--- config.mk ---
export PLATFORM = sky130hd
export DESIGN_NAME = psram_arbiter
export DESIGN_NICKNAME = d
export VERILOG_FILES = /design/src/rtl/psram_arb_pkg.sv /design/src/rtl/psram_req_port.sv /design/src/rtl/psram_arbiter.sv
export SDC_FILE = /design/constraint.sdc
export NUM_CORES = 1
export LEC_CHECK = 0
export BUFFER_PORTS_ARGS = -buffer_cell sky130_fd_sc_hd__buf_2
export CAP_MARGIN = 20
export CORE_UTILIZATION = 50
export DETAILED_ROUTE_END_ITERATION = 10
export PLACE_DENSITY = 0.85
export SETUP_SLACK_MARGIN = 0.02
export SLEW_MARGIN = 10
export SYNTH_ARGS = -nofsm -noshare
export SYNTH_HDL_FRONTEND = slang
export SYNTH_HIERARCHICAL = 1
export SYNTH_SLANG_ARGS = --single-unit
--- constraint.sdc ---
create_clock -name CLK -period 2.96 [get_ports CLK]
set_input_delay 0.444 -clock CLK [delete_from_list [all_inputs] [get_ports CLK]]
set_output_delay 0.444 -clock CLK [all_outputs]
set_load 0.05 [all_outputs]
--- src/rtl/psram_arb_pkg.sv ---
// Shared types and defaults for the two-port PSRAM arbiter.
package psram_arb_pkg;

  localparam int ADDR_W_DEF = 22;
  localparam int T_ACC_DEF  = 6;

  typedef enum logic [1:0] {
    ST_IDLE    = 2'd0,
    ST_ACCESS  = 2'd1,
    ST_RECOVER = 2'd2
  } state_e;

  typedef enum logic {
    GNT_CPU = 1'b0,
    GNT_MCU = 1'b1
  } gnt_e;

  // Choose the port to grant: a lone pending port wins outright, and a
  // collision goes to whichever port was not granted last.
  function automatic gnt_e arb_pick(input logic cpu_pend, input logic mcu_pend,
                                    input gnt_e last_grant);
    gnt_e pick;
    if (cpu_pend && mcu_pend) begin
      pick = (last_grant == GNT_CPU) ? GNT_MCU : GNT_CPU;
    end else if (mcu_pend) begin
      pick = GNT_MCU;
    end else begin
      pick = GNT_CPU;
    end
    return pick;
  endfunction

endpackage

--- src/rtl/psram_req_port.sv ---
// Per-port bookkeeping: served flag, pending decode, ACK pulse and read-data
// register. One instance per requester.
module psram_req_port (
  input  logic        clk,
  input  logic        rst_n,
  input  logic        req_i,
  input  logic        ack_set_i,
  input  logic        cap_en_i,
  input  logic [15:0] cap_data_i,
  output logic        pending_o,
  output logic        ack_o,
  output logic [15:0] dati_o
);

  logic        served_q, served_d;
  logic        ack_q, ack_d;
  logic [15:0] dati_q, dati_d;

  // Served sets with the ACK and is held only while the request stays high,
  // so a dropped request clears it straight away.
  always_comb begin
    served_d = (served_q | ack_set_i) & req_i;
    ack_d    = ack_set_i;
    if (cap_en_i) begin
      dati_d = cap_data_i;
    end else begin
      dati_d = dati_q;
    end
  end

  // Port state registers with synchronous active-low reset.
  always_ff @(posedge clk) begin
    if (!rst_n) begin
      served_q <= 1'b0;
      ack_q    <= 1'b0;
      dati_q   <= 16'h0000;
    end else begin
      served_q <= served_d;
      ack_q    <= ack_d;
      dati_q   <= dati_d;
    end
  end

  assign pending_o = req_i & ~served_q;
  assign ack_o     = ack_q;
  assign dati_o    = dati_q;

endmodule

--- src/rtl/psram_arbiter.sv ---
// Two-port (CPU / MCU) arbiter driving an asynchronous PSRAM with fixed
// access timing. All memory strobes are registered and derived from the
// next-state values so they line up exactly with the ACCESS state.
module psram_arbiter
  import psram_arb_pkg::*;
#(
  parameter int ADDR_W = ADDR_W_DEF,
  parameter int T_ACC  = T_ACC_DEF   // legal 2..15
) (
  input  logic              CLK,
  input  logic              RSTn,
  input  logic              CPU_REQ,
  input  logic              CPU_WE,
  input  logic [ADDR_W-1:0] CPU_ADDR,
  input  logic [15:0]       CPU_DATO,
  input  logic [1:0]        CPU_BE,
  output logic [15:0]       CPU_DATI,
  output logic              CPU_ACK,
  input  logic              MCU_REQ,
  input  logic              MCU_WE,
  input  logic [ADDR_W-1:0] MCU_ADDR,
  input  logic [15:0]       MCU_DATO,
  input  logic [1:0]        MCU_BE,
  output logic [15:0]       MCU_DATI,
  output logic              MCU_ACK,
  output logic [ADDR_W-1:0] PSR_A,
  output logic [15:0]       PSR_DO,
  output logic              PSR_DOE,
  input  logic [15:0]       PSR_DI,
  output logic              PSR_CEn,
  output logic              PSR_OEn,
  output logic              PSR_WEn,
  output logic              PSR_UBn,
  output logic              PSR_LBn
);

  localparam logic [3:0] CNT_LOAD = 4'(T_ACC - 1);

  state_e            state_q, state_d;
  gnt_e              gnt_q, gnt_d;
  gnt_e              last_q, last_d;
  logic [3:0]        cnt_q, cnt_d;
  logic              we_q, we_d;
  logic [1:0]        be_q, be_d;
  logic [ADDR_W-1:0] addr_q, addr_d;
  logic [15:0]       do_q, do_d;
  logic              cen_q, cen_d, oen_q, oen_d, wen_q, wen_d;
  logic              ubn_q, ubn_d, lbn_q, lbn_d, doe_q, doe_d;

  logic cpu_pend_s, mcu_pend_s;
  logic cpu_ack_set_s, mcu_ack_set_s, cpu_cap_s, mcu_cap_s;
  logic acc_s;
  gnt_e pick_s;

  psram_req_port u_cpu_port (
    .clk        (CLK),
    .rst_n      (RSTn),
    .req_i      (CPU_REQ),
    .ack_set_i  (cpu_ack_set_s),
    .cap_en_i   (cpu_cap_s),
    .cap_data_i (PSR_DI),
    .pending_o  (cpu_pend_s),
    .ack_o      (CPU_ACK),
    .dati_o     (CPU_DATI)
  );

  psram_req_port u_mcu_port (
    .clk        (CLK),
    .rst_n      (RSTn),
    .req_i      (MCU_REQ),
    .ack_set_i  (mcu_ack_set_s),
    .cap_en_i   (mcu_cap_s),
    .cap_data_i (PSR_DI),
    .pending_o  (mcu_pend_s),
    .ack_o      (MCU_ACK),
    .dati_o     (MCU_DATI)
  );

  // Next-state logic: arbitration in IDLE, countdown in ACCESS, one RECOVER cycle.
  always_comb begin
    state_d       = state_q;
    gnt_d         = gnt_q;
    last_d        = last_q;
    cnt_d         = cnt_q;
    we_d          = we_q;
    be_d          = be_q;
    addr_d        = addr_q;
    do_d          = do_q;
    cpu_ack_set_s = 1'b0;
    mcu_ack_set_s = 1'b0;
    cpu_cap_s     = 1'b0;
    mcu_cap_s     = 1'b0;
    pick_s        = arb_pick(cpu_pend_s, mcu_pend_s, last_q);
    case (state_q)
      ST_IDLE: begin
        if (cpu_pend_s || mcu_pend_s) begin
          state_d = ST_ACCESS;
          cnt_d   = CNT_LOAD;
          gnt_d   = pick_s;
          last_d  = pick_s;
          if (pick_s == GNT_CPU) begin
            we_d   = CPU_WE;
            be_d   = CPU_BE;
            addr_d = CPU_ADDR;
            do_d   = CPU_DATO;
          end else begin
            we_d   = MCU_WE;
            be_d   = MCU_BE;
            addr_d = MCU_ADDR;
            do_d   = MCU_DATO;
          end
        end else begin
          state_d = ST_IDLE;
        end
      end
      ST_ACCESS: begin
        if (cnt_q == 4'd0) begin
          // Last access cycle: read data is sampled here and ACK fires next.
          state_d = ST_RECOVER;
          if (gnt_q == GNT_CPU) begin
            cpu_ack_set_s = 1'b1;
            cpu_cap_s     = ~we_q;
          end else begin
            mcu_ack_set_s = 1'b1;
            mcu_cap_s     = ~we_q;
          end
        end else begin
          cnt_d = cnt_q - 4'd1;
        end
      end
      ST_RECOVER: begin
        state_d = ST_IDLE;
      end
      default: begin
        state_d = ST_IDLE;
      end
    endcase
  end

  // Strobe decode from next-state values; WEn releases on the final access
  // cycle so write data is still driven for one cycle after the WE edge.
  always_comb begin
    acc_s = (state_d == ST_ACCESS);
    cen_d = ~acc_s;
    oen_d = ~(acc_s & ~we_d);
    wen_d = ~(acc_s & we_d & (cnt_d != 4'd0));
    doe_d = acc_s & we_d;
    ubn_d = ~(acc_s & be_d[1]);
    lbn_d = ~(acc_s & be_d[0]);
  end

  // State, latched request and registered strobes with synchronous reset.
  always_ff @(posedge CLK) begin
    if (!RSTn) begin
      state_q <= ST_IDLE;
      gnt_q   <= GNT_CPU;
      last_q  <= GNT_MCU;
      cnt_q   <= 4'd0;
      we_q    <= 1'b0;
      be_q    <= 2'b00;
      addr_q  <= '0;
      do_q    <= 16'h0000;
      cen_q   <= 1'b1;
      oen_q   <= 1'b1;
      wen_q   <= 1'b1;
      ubn_q   <= 1'b1;
      lbn_q   <= 1'b1;
      doe_q   <= 1'b0;
    end else begin
      state_q <= state_d;
      gnt_q   <= gnt_d;
      last_q  <= last_d;
      cnt_q   <= cnt_d;
      we_q    <= we_d;
      be_q    <= be_d;
      addr_q  <= addr_d;
      do_q    <= do_d;
      cen_q   <= cen_d;
      oen_q   <= oen_d;
      wen_q   <= wen_d;
      ubn_q   <= ubn_d;
      lbn_q   <= lbn_d;
      doe_q   <= doe_d;
    end
  end

  assign PSR_A   = addr_q;
  assign PSR_DO  = do_q;
  assign PSR_DOE = doe_q;
  assign PSR_CEn = cen_q;
  assign PSR_OEn = oen_q;
  assign PSR_WEn = wen_q;
  assign PSR_UBn = ubn_q;
  assign PSR_LBn = lbn_q;

endmodule

==> results.ini <==
[sta]
finalCritPeriodShare_pct = 68.8
slew_headroom_pct = 66.1
finalHoldViolations = 0
layout_setup_ws_ns = 0.923
rsz0062_at_grt = false
clock-skew-final_ns = 0.0105
maxClockFrequency_mhz = 491
timing_max_transition_violations_final = 0
report.final.setup_viol = 0
worst_pin_slew_ns = 0.509
period_minus_slack_ns = 2.04
setup_total_negative_slack_ns = 0

[die]
die_area_sq_um = 8240
core.rowCount = 32
pin_count = 180
effective_utilization_at_floorplan_pct = 51.3
dieHeight_um = 90.8
core_sq_um = 7690
die_w_um = 90.8

[global_routing]
antenna_violations_before_repair = 0
grt_pass1_wl_um = 13700
first_global_vias = 3018
grt_overflow_total = 0
largest_net_degree_at_the_start_of_global_routing = 65
global_route.usage.total_pct = 20.5

[yosys]
number_of_enable_flip_flop_cells_after_synthesis = 0
post_synthesis_instance_area_sq_um = 3940
synthesis.instances = 358
syn_nets = 461
synth.ff_latch_count = 91
post_synth_main_area_contributors = dfxtp_1 46%, mux2i_1 18%, o211a_1 10%, nor2b_1 5.9%, nand2_1 4.2%
synthArstFlopShare_pct = 0
postSynth.topFlopCell = dfxtp_1
synthDominantCellAreaShare_pct = 46.2
post_synthesis_cell_type_count = 42
yosys_warnings = 6
synth.yosys.seq_area_share_pct = 46.2
syn_avg_cell_area_sq_um = 11.0
synth_largest_area_cell = dfxtp_1

[setup_path]
worst_path_largest_cell_delay_ns = 0.51
reg2reg_launch_point = u_mcu_port/served_q$_SDFF_PN0_
cp_data_required_time_ns = 3.21
cp_data_arrival_time_ns = 2.29
worstPathCellList = nor2b_1 > a21boi_4 > mux2_2 > mux2_1 > and2_1
slowest_cell_on_crit_path = a21boi_4
worst_setup_path_startpoint = u_mcu_port/served_q$_SDFF_PN0_
crit_path_start_kind = flip-flop
setup_crit_path_kind = flip-flop to flip-flop
worstSetupEndpointType = flip-flop
critical_path_peak_fanout = 12

[clocking]
latest_clock_arrival_within_the_worst_skew_pair_ns = 0.35
post_cts_resize_count = 0
cts.sink_count = 91
root_buffer = clkbuf_8
max-clock-path-buffers = 2
cts-buffers-inserted = 9
cts.repair_timing.setup_buffer_count = 0
postCtsHoldBufs = 0
clk_transition_reported_paths_ns = 0.09
clock_tree_from_tritoncts = done
htree_levels = 3

[detailed_routing]
wl_per_cell_um = 13.3
drt.antenna.violating_nets = 0
first_pass_iters = 4
via_count = 3183
route.detailed.vias_per_inst = 5.00
remaining_drc_errors = 0
drtIter0Drc = 55
route.final.wire_length_um = 8450

[outcome]
status = complete, no violations

[layout]
commonest_non_fill_non_tap_cells_in_the_layout = 179 x buf_2, 91 x dfxtp_1, 72 x mux2i_1
layout.nets = 632
area.growth.synth_to_final_pct = 27.7
layout.cells.most_common = buf_2
layout-drive-gt1-share_pct = 40.6
n_antenna_cell = 0

[power_and_ir_drop]
p_leak_uw = 0.00264
power.ir.vdd_worst_uv = 394
power.density_nw_per_um2 = 671

[place]
preCtsSetupSlack_ns = 0.668
half_perimeter_wire_length_after_placement_um = 6230
gp_congestion = 0.779
numPortBuffers = 179

[job]
maxCapViolCount = 0

[min_path]
hp-class = input pin to flip-flop
holdCritStartpoint = MCU_REQ

## sequential cells by signal, summed over array words and instances (netlist names), 2 cells and up
name / count
PSR_A: 22
PSR_DO: 16
be_q: 2
cnt_q: 4
state_q: 2
u_cpu_port/dati_o: 16
u_mcu_port/dati_o: 16
## per-layer routing
layer	vias to the layer above	track usage, %	routed length, um
li1	1596	-	-
met1	1441	24.4	3670
met2	132	35.0	4060
met3	14	5.22	553
met4	0	8.60	159
met5	-	0	0
## synth_stat cells (2+ instances only)
master and n:
o211a_1 40, mux2_1 2, buf_2 4, a21oi_1 2, inv_1 2, clkbuf_1 7, mux2i_1 72, nand2_1 44
buf_12 2, buf_6 5, buf_4 5, and2_1 10, mux2_2 2, dfxtp_1 91, nor3_1 3, and3_2 2
nor2b_1 37, nor2_1 4
## path summary, 6_finish.rpt
| path | endpoint | cells after the start | slack (ns) |
|---|---|---|---|
| setup reg to reg | be_q[1]$_SDFF_PN0_ | 5 | 0.92 |
| hold / removal | u_mcu_port/served_q$_SDFF_PN0_ | 2 | 0.32 |
| setup / recovery | be_q[1]$_SDFF_PN0_ | 5 | 0.92 |
| hold reg to reg | PSR_A[2]$_SDFFE_PN0P_ | 1 | 0.50 |
## cell type report
| cell class | instances | area [sq um] |
|---|---|---|
| repair buffers | 185 | 953 |
| inverters | 3 | 13.8 |
| clock inverters | 7 | 75.1 |
| clock buffers | 9 | 124 |
| well taps | 102 | 128 |
| multi-input cells | 239 | 1920 |
| flip-flops and latches | 91 | 1820 |
| fillers | 639 | 2660 |
## through the flow
stage                     area, sq um  power (uW)  instances  hold WS (ns)  utilization, %
after floorplan                  3940        2330        358         0.472               -
after CTS                        5030        3400        636         0.312            65.5
after global placement           4830        2530        620         0.474            62.9
after detailed placement         4830        2570        620         0.480            62.9
final                            5030        3380        636         0.319            65.5
after global routing             5030        3550        636         0.312            65.5
## power breakdown
part	internal, uW	total (uW)	switching [uW]
clock	395	846	451
combinational	357	1090	735
sequential	1360	1440	75.0
## critical path, delay by kind of cell (launching register included)
family | cells | cell delay [ns]
flops | 1 | 0.32
compound gates | 1 | 0.51
simple gates | 2 | 0.40
mux | 2 | 0.71
## cells by family (layout without fill, tap and decap cells)
family                     after synthesis  after routing  synth area share (%)
muxes                                   76             76                  19.4
AOI/OAI and AO/OA                       56             56                  14.2
adders and majority gates                1              1                 0.317
and+or+nand+nor                        106            106                  14.2
DFF                                     91             91                  46.2
buffers and inverters                   28            204                  5.65
Note: power is estimated with default switching activity, not from simulation.
